$ cat config.mk
export PLATFORM = sky130hd
export DESIGN_NAME = aes_round_ctrl
export DESIGN_NICKNAME = d
export VERILOG_FILES = /design/src/rtl/aes_package.sv /design/src/rtl/aes_rcon_gen.sv /design/src/rtl/aes_round_ctrl.sv
export SDC_FILE = /design/constraint.sdc
export NUM_CORES = 1
export LEC_CHECK = 0
export ABC_AREA = 1
export ABC_CLOCK_PERIOD_IN_PS = 2100
export CORE_ASPECT_RATIO = 2
export CORE_MARGIN = 2
export CORE_UTILIZATION = 30
export DETAILED_ROUTE_END_ITERATION = 6
export GPL_TIMING_DRIVEN = 0
export HOLD_SLACK_MARGIN = 0.12
export SLEW_MARGIN = 30
export SYNTH_ARGS = -nofsm -noshare
export SYNTH_HDL_FRONTEND = slang
export SYNTH_HIERARCHICAL = 1
export SYNTH_SLANG_ARGS = --single-unit
$ cat constraint.sdc
create_clock -name clk -period 2.1 [get_ports clk]
set_clock_uncertainty 0.2 [all_clocks]
set_input_delay 0.42 -clock clk [delete_from_list [all_inputs] [get_ports clk]]
set_output_delay 0.42 -clock clk [all_outputs]
set_load 0.01 [all_outputs]
$ cat src/rtl/aes_package.sv
// Shared types, constants and helpers for the AES round sequencer.
package aes_package;

    localparam logic [7:0] AES_RCON_INIT = 8'h01;
    localparam logic [7:0] AES_RCON_POLY = 8'h1B;

    typedef enum logic [2:0] {
        AES_IDLE  = 3'd0,
        AES_LOAD  = 3'd1,
        AES_INIT  = 3'd2,
        AES_ROUND = 3'd3,
        AES_FINAL = 3'd4,
        AES_DRAIN = 3'd5,
        AES_DONE  = 3'd6
    } aes_round_state_t;

    // Multiply by x in GF(2^8) modulo the AES polynomial.
    function automatic logic [7:0] aes_xtime(input logic [7:0] b);
        return {b[6:0], 1'b0} ^ (b[7] ? AES_RCON_POLY : 8'h00);
    endfunction

endpackage

$ cat src/rtl/aes_rcon_gen.sv
// Round-constant register: loaded with 01 at init, doubled in GF(2^8) on each step.
module aes_rcon_gen
    import aes_package::*;
(
    input  logic       clk,
    input  logic       reset_n,
    input  logic       clear,
    input  logic       init,
    input  logic       step,
    output logic [7:0] rcon
);

    logic [7:0] rcon_q;

    always_ff @(posedge clk or negedge reset_n) begin
        if (!reset_n) begin
            rcon_q <= 8'h00;
        end else if (clear) begin
            rcon_q <= 8'h00;
        end else if (init) begin
            rcon_q <= AES_RCON_INIT;
        end else if (step) begin
            rcon_q <= aes_xtime(rcon_q);
        end
    end

    assign rcon = rcon_q;

endmodule

$ cat src/rtl/aes_round_ctrl.sv
// Sequencer for the iterative AES round datapath: load 4 words, run the rounds,
// drain 4 words. Both streams use valid/ready: a word moves on a cycle where valid & ready.
module aes_round_ctrl
    import aes_package::*;
#(
    parameter int NB_ROUNDS = 10,
    parameter int NB_WORDS  = 4
) (
    input  logic       clk,
    input  logic       reset_n,
    input  logic       clear,
    input  logic       start_i,
    input  logic       in_valid_i,
    output logic       in_ready_o,
    output logic       out_valid_o,
    input  logic       out_ready_i,
    output logic [1:0] word_sel_o,
    output logic       dp_load_o,
    output logic       key_load_o,
    output logic       dp_first_o,
    output logic       dp_round_en_o,
    output logic       dp_final_o,
    output logic       key_step_o,
    output logic [7:0] rcon_o,
    output logic [3:0] round_o,
    output logic       busy_o,
    output logic       done_o,
    output logic [2:0] dbg_state_o
);

    localparam logic [2:0] S_IDLE  = 3'(AES_IDLE);
    localparam logic [2:0] S_LOAD  = 3'(AES_LOAD);
    localparam logic [2:0] S_INIT  = 3'(AES_INIT);
    localparam logic [2:0] S_ROUND = 3'(AES_ROUND);
    localparam logic [2:0] S_FINAL = 3'(AES_FINAL);
    localparam logic [2:0] S_DRAIN = 3'(AES_DRAIN);
    localparam logic [2:0] S_DONE  = 3'(AES_DONE);

    localparam logic [1:0] LAST_WORD   = 2'(NB_WORDS - 1);
    localparam logic [3:0] PENULT_ROUND = 4'(NB_ROUNDS - 1);

    logic [2:0] state_q, state_d;
    logic [1:0] word_q;
    logic [3:0] round_q;
    logic [7:0] rcon_q;
    logic       in_hs, out_hs;
    logic       in_round, in_final;

    assign in_round = (state_q == S_ROUND);
    assign in_final = (state_q == S_FINAL);
    assign in_hs    = (state_q == S_LOAD) & in_valid_i;
    assign out_hs   = (state_q == S_DRAIN) & out_ready_i;

    always_comb begin
        state_d = state_q;
        case (state_q)
            S_IDLE:  if (start_i) state_d = S_LOAD;
            S_LOAD:  if (in_hs && word_q == LAST_WORD) state_d = S_INIT;
            S_INIT:  state_d = (NB_ROUNDS == 1) ? S_FINAL : S_ROUND;
            S_ROUND: if (round_q == PENULT_ROUND) state_d = S_FINAL;
            S_FINAL: state_d = S_DRAIN;
            S_DRAIN: if (out_hs && word_q == LAST_WORD) state_d = S_DONE;
            S_DONE:  state_d = S_IDLE;
            default: state_d = S_IDLE;
        endcase
        if (clear) state_d = S_IDLE;
    end

    always_ff @(posedge clk or negedge reset_n) begin
        if (!reset_n) begin
            state_q <= S_IDLE;
            word_q  <= 2'd0;
            round_q <= 4'd0;
        end else if (clear) begin
            state_q <= S_IDLE;
            word_q  <= 2'd0;
            round_q <= 4'd0;
        end else begin
            state_q <= state_d;
            case (state_q)
                S_IDLE: begin
                    word_q  <= 2'd0;
                    round_q <= 4'd0;
                end
                S_LOAD:  if (in_hs) word_q <= word_q + 2'd1;
                S_INIT:  round_q <= 4'd1;
                S_ROUND: round_q <= round_q + 4'd1;
                S_FINAL: begin
                    round_q <= 4'd0;
                    word_q  <= 2'd0;
                end
                S_DRAIN: if (out_hs) word_q <= word_q + 2'd1;
                default: ;
            endcase
        end
    end

    aes_rcon_gen u_rcon_gen (
        .clk     (clk),
        .reset_n (reset_n),
        .clear   (clear),
        .init    (state_q == S_INIT),
        .step    (in_round),
        .rcon    (rcon_q)
    );

    // Every output is a pure decode of state, so reset and clear zero them all.
    always_comb begin
        in_ready_o    = (state_q == S_LOAD);
        out_valid_o   = (state_q == S_DRAIN);
        word_sel_o    = ((state_q == S_LOAD) || (state_q == S_DRAIN)) ? word_q : 2'd0;
        dp_load_o     = in_hs;
        key_load_o    = (state_q == S_INIT);
        dp_first_o    = (state_q == S_INIT);
        dp_round_en_o = in_round | in_final;
        dp_final_o    = in_final;
        key_step_o    = in_round | in_final;
        rcon_o        = (in_round | in_final) ? rcon_q : 8'h00;
        round_o       = (in_round | in_final) ? round_q : 4'd0;
        busy_o        = (state_q != S_IDLE);
        done_o        = (state_q == S_DONE);
    end

    assign dbg_state_o = state_q;

endmodule
==> impl_metrics.yaml <==
drt:
  drtIter0Drc: 40
  m1WireLength_mm: 1.115
  detail_route.wl_per_cell_um: 11.80
  num_vias: 1295
  drt_pass1_iterations: 5
  route.antenna.remaining_nets: 0
  final_routed_wirelength_mm: 3.362
  wl_met3_um: 95
  route.detailed.drc: 0
  route.detailed.vias_per_inst: 4.544
  routed-wl-met2_mm: 2.011
  highest_layer: "met4"
sta:
  fin_hold_ws_ns: 0.3144
  worst_setup_margin_ns: -0.1609
  slew_at_the_pin_closest_to_its_max_slew_limit_ns: 0.7819
  fin_crit_sh: 1.077
  final_max_slew_viol_count: 0
  hold_viol: 0
  timing.fmax_mhz: 442.3
  max-slew-margin-rel: 0.4771
  post-route-min-period_ns: 2.261
  rsz0062_at_grt: "yes"
  number_of_endpoints_failing_setup_at_the_final_stage: 9
worst_setup_path:
  crit_fanout: 6
  crit_arrival_ns: 1.64
  worstPathRequired_ns: 1.48
  timing.reg2reg.worst_path_depth: 10
  worstSetupStartpointType: "flop"
  rrSetupSlack_ns: 0.32
  worstSetupPathType: "flop to output pin"
  crit-reg2reg-launch: "dbg_state_o[2]"
  worstSetupEndpointType: "output pin"
  regToRegEndpoint: "dbg_state_o[1]"
hold_path:
  worst_hold_startpoint: "word_q[0]"
  min_delay_endpoint: "word_q[0]"
  holdPathStages: 1
  hp-class: "flop to flop"
grt:
  antenna_found_initial: 0
  track_usage: 0.1556
  grt.overflow.total: 0
  grt_pass1_wl_mm: 5.595
  maximum_number_of_pins_on_one_net_before_global_route_repair: 18
  first_global_vias: 1312
flow_run:
  drv.max_cap_violation_count: 0
logic_synthesis:
  flip_flop_and_latch_count_after_synthesis: 17
  post-synth-top-area-fraction: 0.3320
  netlist_top_cells_area: "dfrtp_1 (33%), nand2_1 (10%), nor2_4 (9.7%)"
  synth_nets: 181
  synth.yosys.warnings: 6
  synth.lib_cells_used.distinct: 27
  mappedNetlistArea_mm2: 0.001281
  synth_area_leader_cell: "dfrtp_1"
  syn_area_per_cell_um2: 7.449
  synth.yosys.seq_area_share: 0.3320
  syn-instance-count: 172
run_status:
  run_status: "complete, but fails checks"
  violations: "negative setup slack"
cts:
  clock_latency_ns: 0.26
  cts_made_buffers: 3
  root_driver: "clkbuf_8"
  cts_hold_repair.buffers: 0
  clock_tree.htree_level_count: 1
  tritoncts: "done"
  clk_sink_count: 17
  cts-root-to-sink-buffers: 2
  cts.reportedPaths.clkPinSlew_ns: 0.07
floorplan:
  fp-row-count: 33
  floorplan.initialDensity: 0.3134
  dieWidth_um: 50.21
  placeableCoreArea_mm2: 0.004088
  ioPinCount: 33
  design.die.area_mm2: 0.004841
  die_y_um: 96.42
power:
  power_leakage_nw: 0.9595
  power.density_cell_area_mw_per_mm2: 1013
  peakVddDrop_mv: 0.6103
placed_design:
  post-dp-hpwl_mm: 2.349
  place_congestion: 0.7582
  place_worst_setup_slack_ns: -0.3675
  count_of_buffers_inserted_at_the_top_level_ports: 32
layout:
  drive_above_1_share: 0.3991
  final.fill_count: 410
  antennaDiodeCount: 0
  area_growth_pct: 55.96
  design.final.nets: 243
[final cells by class]
cell class	count	area, um2	share of cell area
multi-input cells	112	691.9	0.3463
repair buffers	58	564.3	0.2824
flip-flops and latches	17	427.9	0.2142
inverters	37	141.4	0.07076
well taps	52	65.06	0.03256
plain buffers	5	61.31	0.03068
clock buffers	3	41.29	0.02066
clock inverters	1	5.005	0.002505
[stage by stage]
stage / utilization / setup TNS, ns / instance area (um2) / instances / power [W]
final: 0.4888 / -0.8264 / 1998 / 285 / 0.002023
after global placement: 0.4077 / -4.895 / 1667 / 256 / 0.001380
after floorplan: - / 0 / 1281 / 172 / 0.001058
after global routing: 0.4888 / -1.468 / 1998 / 285 / 0.002178
after CTS: 0.4901 / -1.135 / 2003 / 283 / 0.002027
after detailed placement: 0.4077 / -4.675 / 1667 / 256 / 0.001382
[how the worst max path moves through the flow]
| stage | start | end | slack, ns | depth (start not counted) |
|---|---|---|---|---|
| global placement | dbg_state_o[1] | key_step_o | -0.37 | 9 |
| finish | dbg_state_o[1] | rcon_o[6] | -0.16 | 10 |
| detailed placement | dbg_state_o[1] | key_step_o | -0.37 | 9 |
| global route | dbg_state_o[1] | rcon_o[6] | -0.22 | 10 |
| CTS | dbg_state_o[1] | rcon_o[6] | -0.15 | 10 |
| floorplan | dbg_state_o[1] | key_step_o | 0.14 | 8 |
[cell families (layout without fill, tap and decap cells)]
kind of cell	count (synthesis)	in the layout	share of synthesized area
xor gates and xnor gates	2	2	0.01367
and+or+nand+nor	85	85	0.3701
AOI/OAI and AO/OA	22	22	0.09766
buffers and inverters	43	104	0.1572
adders and majority gates	3	3	0.02930
DFF	17	17	0.3320
[cells in the final DEF (no fill, tap or decap), types with 5 or more instances in the layout]
cell type and n:
a21oi_1 6, nand3_1 12, nand2_1 32, nor2_1 12, dfrtp_1 15, o21ai_1 9
nor2_4 13, inv_1 28, buf_4 21, buf_12 5, clkbuf_2 5, buf_6 14
clkdlybuf4s50_1 8, inv_2 7
[state kept, by name, summed over array words and instances, names as in the netlist]
name             count
word_q               2
u_rcon_gen/rcon      8
round_q              4
dbg_state_o          3
[layer usage]
| layer | GRT usage | vias to the layer above |
|---|---|---|
| met5 | 0 | - |
| li1 | - | 653 |
| met2 | 0.3191 | 34 |
| met4 | 0.1042 | 0 |
| met3 | 0.01385 | 12 |
| met1 | 0.1347 | 596 |
[report_power, final]
part | leakage, nW | internal [W] | switching, W
clock network | 0.0255 | 0.000132 | 0.000120
logic | 0.703 | 0.000655 | 0.000640
registers | 0.231 | 0.000393 | 0.0000830
total | 0.960 | 0.00118 | 0.000843
[repair_timing]
action	4_1_cts	5_1_grt
cloned	1	0
setup buffers	22	5
endpoints found under the hold margin	0	0
endpoints found under the setup margin	24	18
pin swaps	4	6
gates resized for setup	87	21
[synthesized netlist by cell type, drive strengths merged]
cell	number
a21oi	8
a31oi	1
buf	6
clkinv	1
dfrtp	17
ha	3
inv	36
nand2	37
nand3	13
nand3b	1
nand4	3
nor2	30
nor3	1
o21ai	9
o21bai	1
o22ai	3
xor2	2
[critical path: stages (launching register included)]
cell and delay, ns:
dfrtp_1 0.39, buf_6 0.14, nor2_4 0.09, nand2_2 0.06, inv_2 0.08, nor2_4 0.06
buf_12 0.12, buf_16 0.13, buf_12 0.12, nor2_4 0.07, buf_6 0.10
(Power assumes the default switching activity.)
